**config.mk**
```make
export PLATFORM = sky130hd
export DESIGN_NAME = serial_parity_rx
export DESIGN_NICKNAME = d
export VERILOG_FILES = /design/src/rtl/serial_parity_rx.sv
export SDC_FILE = /design/constraint.sdc
export NUM_CORES = 1
export LEC_CHECK = 0
export ABC_AREA = 1
export CAP_MARGIN = 40
export CORE_MARGIN = 2
export CORE_UTILIZATION = 42
export CTS_CLUSTER_SIZE = 40
export DETAILED_ROUTE_END_ITERATION = 6
export GPL_TIMING_DRIVEN = 0
export PLACE_DENSITY_LB_ADDON = 0.05
export SLEW_MARGIN = 5
export SYNTH_ARGS = -nofsm -noshare
export SYNTH_HDL_FRONTEND = slang
export SYNTH_SLANG_ARGS = --single-unit
export TNS_END_PERCENT = 5
```
**constraint.sdc**
```tcl
create_clock -name clk -period 1.9 [get_ports clk]
set_input_delay 0.38 -clock clk [delete_from_list [all_inputs] [get_ports clk]]
set_output_delay 0.38 -clock clk [all_outputs]
set_load 0.02 [all_outputs]
```
**src/rtl/serial_parity_rx.sv**
```systemverilog
// Serial parity receiver: start, DATA_BITS data bits LSB-first, parity, stop; one bit per bit_en strobe.
// Optional PARITY_RX_ERR_CNT_EN adds a saturating 8-bit error counter on port err_cnt.
//
// state  | meaning
// IDLE   | waiting for a start bit (rx=0 on a strobe)
// DATA   | shifting in data bits, XOR-accumulating parity
// PARITY | sampling the parity bit, latching the mismatch
// STOP   | sampling the stop bit, publishing word and error flags
module serial_parity_rx #(
    parameter int DATA_BITS = 8,
    parameter bit ODD       = 1'b0
) (
    input  logic                 clk,
    input  logic                 rst_n,
    input  logic                 bit_en,
    input  logic                 rx,
    output logic [DATA_BITS-1:0] data_out,
    output logic                 data_valid,
    output logic                 parity_err,
    output logic                 frame_err,
`ifdef PARITY_RX_ERR_CNT_EN
    output logic [7:0]           err_cnt,
`endif
    output logic                 busy
);

    localparam int CNT_W = $clog2(DATA_BITS);
    localparam logic [CNT_W-1:0] LAST_BIT = CNT_W'(DATA_BITS - 1);

    typedef enum logic [1:0] {
        IDLE   = 2'd0,
        DATA   = 2'd1,
        PARITY = 2'd2,
        STOP   = 2'd3
    } state_t;

    state_t               state;
    logic [DATA_BITS-1:0] shift_reg;
    logic [CNT_W-1:0]     bit_cnt;
    logic                 acc;
    logic                 err_p;

    always_ff @(posedge clk or negedge rst_n) begin
        if (!rst_n) begin
            state      <= IDLE;
            shift_reg  <= '0;
            bit_cnt    <= '0;
            acc        <= 1'b0;
            err_p      <= 1'b0;
            data_out   <= '0;
            data_valid <= 1'b0;
            parity_err <= 1'b0;
            frame_err  <= 1'b0;
            busy       <= 1'b0;
        end else begin
            data_valid <= 1'b0;
            if (bit_en) begin
                case (state)
                    IDLE: begin
                        if (!rx) begin
                            state     <= DATA;
                            shift_reg <= '0;
                            bit_cnt   <= '0;
                            acc       <= 1'b0;
                            busy      <= 1'b1;
                        end
                    end
                    DATA: begin
                        // Right shift so the first (LSB) bit lands in bit 0 after DATA_BITS strobes.
                        shift_reg <= {rx, shift_reg[DATA_BITS-1:1]};
                        acc       <= acc ^ rx;
                        bit_cnt   <= bit_cnt + 1'b1;
                        if (bit_cnt == LAST_BIT) begin
                            state <= PARITY;
                        end
                    end
                    PARITY: begin
                        err_p <= acc ^ rx ^ ODD;
                        state <= STOP;
                    end
                    STOP: begin
                        // A low stop bit is reported, never reinterpreted as a start bit.
                        data_out   <= shift_reg;
                        parity_err <= err_p;
                        frame_err  <= ~rx;
                        data_valid <= 1'b1;
                        busy       <= 1'b0;
                        state      <= IDLE;
                    end
                    default: begin
                        state <= IDLE;
                        busy  <= 1'b0;
                    end
                endcase
            end
        end
    end

`ifdef PARITY_RX_ERR_CNT_EN
    always_ff @(posedge clk or negedge rst_n) begin
        if (!rst_n) begin
            err_cnt <= 8'd0;
        end else if (data_valid && (parity_err || frame_err) && (err_cnt != 8'hFF)) begin
            err_cnt <= err_cnt + 8'd1;
        end
    end
`endif

endmodule
```
Word level (Yosys, flattened, before mapping)
Cells that the tools add are included.
{"block": "totals", "inputBits": 4, "output_inout_bits": 12, "regBits": 27}
{"block": "op_classes", "n_reduce_logical": 8, "n_mux": 13, "eq_ne": 6, "n_addsub": 1, "n_bitwise": 2}
{"operator": "8-bit one-hot mux with 2 select lines", "n": 1}
{"operator": "3-bit AND reduction", "n": 3}
{"operator": "8-bit two-way mux", "n": 1}
{"operator": "2-bit one-hot mux with 4 select lines", "n": 1}
{"operator": "3-bit one-hot mux with 2 select lines", "n": 1}
{"operator": "2-bit equality test (second input constant)", "n": 2}
{"operator": "1-bit two-way mux", "n": 4}
{"operator": "2-bit two-way mux", "n": 2}
{"operator": "2-bit != test (second input constant)", "n": 2}
{"operator": "1-bit one-hot mux with 2 select lines", "n": 2}
{"operator": "2-bit AND reduction", "n": 2}
{"operator": "2-bit nonzero test", "n": 2}
{"operator": "3-bit by 1-bit adder with 3-bit output (second input constant)", "n": 1}
{"operator": "3-bit equality test (second input constant)", "n": 1}
{"operator": "3-bit two-way mux", "n": 1}
{"operator": "2-bit by 1-bit equality test with 1-bit output (second input constant)", "n": 1}
{"operator": "2-bit zero test", "n": 1}
{"operator": "1-bit NOT", "n": 1}
{"operator": "1-bit XOR", "n": 1}

Depth between registers and ports, before layout
{"block": "logic_depth", "ltp_word": 3, "mapped_depth": 8, "mapped_depth_nobuf": 8}

Least setup slack after synthesis
Ideal clock, no wire load.
{"block": "synth_timing", "path_kind": "reg-to-reg", "startpoint": "register state[0]", "endpoint": "register shift_reg[0]", "path_stages_with_launch": 9, "setup_time_ns": 0.065, "arrival_ns": 1.173, "t_required_ns": 1.835, "setup_slack_ns": 0.662, "cell_sequence": "dfrtp_1 inv_1 ha_1 nand2_1 nand2_1 nor2_2 buf_6 nand2_1 nand2_1"}
{"block": "synth_via", "elab_chain_cells": 3, "word_cells_on_any_way": 6, "classes_between": "eq/ne: 2; mux: 1; reduce/logical: 3"}
{"item": "start: declaration", "line_no": "37", "rtl": "state_t state;"}
{"item": "start signal: assignment", "line_no": "45", "rtl": "state <= IDLE;"}
{"item": "start signal: assignment", "line_no": "61", "rtl": "state <= DATA;"}
{"item": "start signal: assignment", "line_no": "74", "rtl": "state <= PARITY;"}
{"item": "2-bit by 1-bit equality test with 1-bit output / 2-bit zero test (equally long branches)", "line_no": "58", "rtl": "case (state)"}
{"item": "2-bit nonzero test (no source line) / 2-bit != test (equally long branches)"}
{"item": "3-bit AND reduction (no source line)"}
{"item": "end signal: assignment", "line_no": "70", "rtl": "shift_reg <= {rx, shift_reg[DATA_BITS-1:1]};"}
{"item": "end: declaration", "line_no": "38", "rtl": "logic [DATA_BITS-1:0] shift_reg;"}
Parallel ways exist; a longest one is shown, timed or not.
A chain may end at the register's enable or synchronous reset.

Worst setup path after layout
{"block": "layout_timing", "startpoint": "register data_out[1]", "endpoint": "output port data_out[1]"}
{"item": "start: declaration", "line_no": "17", "rtl": "output logic [DATA_BITS-1:0] data_out,"}
{"item": "start signal: assignment", "line_no": "83", "rtl": "data_out <= shift_reg;"}
No word-level cell between the ends.

==> impl_metrics.yaml <==
status:
  status: "finished, final reports clean"
floorplan:
  io_pins: 16
  core_area_um2: 2730
  die_y_um: 57.2
  dieArea_um2: 3270
  die_w_um: 57.2
  start_util_pct: 43.5
  rows: 19
clock_network:
  cts_sinks: 27
  cts-root-buf: "clkbuf_4"
  cts.clk_slew.worst_paths_ps: 140
  cts-buffers-inserted: 3
  clk_path_buf_depth: 2
  cts_tree: "built"
  clk_latency_ps: 310
  postCtsResizedCells: 0
  post_cts_buffers: 0
  htreeDepth: 1
  postCtsHoldBufs: 0
critical_path:
  required_ps: 1520
  rr_endpoint: "shift_reg[0]"
  crit_path_start_kind: "register"
  crit_type: "register to output port"
  crit_path_end_kind: "output port"
  cp_num_buf_inv: 1
  reg2reg_from: "state[0]"
  path_max_fanout: 2
  cpLargestDelayFamily: "buffers and inverters"
  path_cells: "clkdlybuf4s50_1"
  rr_worst_depth: 8
  slowest_delay_ps: 600
  cp_slowest_cell: "clkdlybuf4s50_1"
  critical_path_arrival_ps: 1290
  ff2ff_setup_slack_ps: 470
detailed_routing:
  wl_per_cell_um: 10.7
  vias: 870
  dr.pass1.iters: 4
  dr.first_iter.drc_count: 19
  drt-vias-per-instance: 4.55
  postRouteAntennaNets: 0
  wl_mm: 2.05
  drc: 0
placement:
  post-place-ws_ps: 262
  gp_congestion: 0.721
  dp_hpwl_mm: 1.55
  io_buffers: 15
  place_area_um2: 1410
finish:
  area_growth_pct: 20.4
  postLayoutCellArea_um2: 1430
  layout.nets: 172
  antenna-diode-count: 0
  layout-drive-gt1-share_pct: 5.63
grt:
  grt-ovfl-total: 0
  grt_pass1_vias: 797
  antenna_found_initial: 0
  grt_max_degree: 19
  grt_pass1_wl_mm: 3.51
  grt_util_all_layers_pct: 14.0
synth:
  ys_ff_latch: 27
  synth_top_area_share_pct: 56.8
  syn_area_um2: 1190
  synth_warnings: 0
  syn_area_per_cell_um2: 8.49
  synth_cells: 140
  synth_seq_area_share_pct: 56.8
  synth_largest_area_cell: "dfrtp_1"
  synthDistinctLibCells: 14
  syn_nets: 151
  synth_area_leaders: "dfrtp_1 (57%), nand2_1 (25%), ha_1 (7.4%), inv_1 (3.8%), nand3_1 (2.1%)"
timing:
  worstMarginPinSlew_ps: 554
  slew_viol_final: 0
  rsz0062_at_grt: "no"
  finalSetupViolCount: 0
  setup_ws_ps: 227
  fmax_mhz: 598
  timing.hold.ws_ps: 404
  skew_ps: 6.06
  fin_crit_ps: 1670
  relSlewSlack_pct: 63.0
  hold_viol_final: 0
  finalSetupTns_ps: 0
  fin_crit_sh_pct: 88.0
pwr:
  pwr-share-comb_pct: 39.9
  p_sw_mw: 0.685
  p_sw_share_pct: 37.5
  power.internal_mw: 1.14
  clkPwrFrac_pct: 13.3
  pwr-share-seq_pct: 46.8
  leakagePower_nw: 0.804
  ir_drop_v: 0.000601
  power_density_nw_per_um2: 1270
job:
  cap_violations: 0
worst_hold_path:
  hp-class: "primary input to async pin"
[placed cells by master (no fill, tap or decap)]
cell type / netlist / final
nand2_1: 79 / 79
dfrtp_1: 27 / 27
clkdlybuf4s50_1: 0 / 15
inv_1: 12 / 12
ha_1: 7 / 7
nand3_1: 5 / 5
clkbuf_4: 0 / 3
o21ai_1: 2 / 2
clkinv_1: 1 / 1
buf_2: 1 / 1
buf_4: 1 / 1
nor2_2: 1 / 1
buf_6: 1 / 1
nor2_1: 1 / 1
or2_2: 1 / 1
o21ai_0: 1 / 1
clkbuf_1: 0 / 1
buf_16: 0 / 1
[worst register-to-register path, delay by kind of cell (launching register included)]
family | cells | cell delay, ps
AND/OR/NAND/NOR | 5 | 460
buffers and inverters | 2 | 250
flip-flops | 1 | 430
adder cells (fa/ha/maj) | 1 | 230
[cells in the mapped netlist]
| cell type | count |
|---|---|
| buf_2 | 1 |
| buf_6 | 1 |
| nand3_1 | 5 |
| ha_1 | 7 |
| inv_1 | 12 |
| nor2_2 | 1 |
| nor2_1 | 1 |
| o21ai_0 | 1 |
| or2_2 | 1 |
| o21ai_1 | 2 |
| nand2_1 | 79 |
| clkinv_1 | 1 |
| buf_4 | 1 |
| dfrtp_1 | 27 |
[area by class of cell]
type,instances,area [um2]
Fill cell,283,1300
Sequential cell,27,676
Multi-Input combinational cell,97,440
Timing Repair Buffer,16,178
Inverter,13,48.8
Tap cell,31,38.8
Clock buffer,4,26.3
Buffer,3,23.8
[cells by family (layout without fill, tap and decap cells)]
logic type | after synthesis | count (layout) | share of synthesized area (%)
buffers and inverters | 16 | 36 | 6.10
AOI/OAI and AO/OA | 3 | 3 | 1.26
DFF | 27 | 27 | 56.8
and+or+nand+nor | 87 | 87 | 28.4
adders and majority gates | 7 | 7 | 7.37
[per-stage QoR]
step                      total power, mW  utilization, %  instances
after global routing                 1.98            52.4        191
after global placement               1.57            50.4        186
final                                1.82            52.4        191
after floorplan                      1.33               -        140
after CTS                            1.86            52.4        191
after detailed placement             1.61            51.4        187
[worst max-delay path by stage]
stage / start / to / slack (ps) / cells past startpoint
2_1_floorplan: state[0] / shift_reg[0] / 660 / 8
3_3_place_gp: rst_n / bit_cnt[1] / 60 / 1
3_5_place_dp: bit_en / data_out[4] / 260 / 5
4_1_cts: parity_err / parity_err / 210 / 1
5_1_grt: parity_err / parity_err / 170 / 1
6_report: data_out[1] / data_out[1] / 230 / 1
[per-layer routing]
layer	GRT usage, %	up-vias	wire, um
met3	2.95	2	66
met4	5.98	0	18
met1	17.7	402	964
li1	-	457	-
met5	0	-	0
met2	23.2	9	1000
[power groups by stage]
stage	Clock, mW	Combinational [mW]	Sequential, mW
floorplan	0	0.394	0.932
global placement	0	0.715	0.858
detailed placement	0	0.744	0.868
CTS	0.255	0.746	0.855
global route	0.277	0.829	0.878
finish	0.243	0.728	0.853
Power figures use the tool's default switching activity.
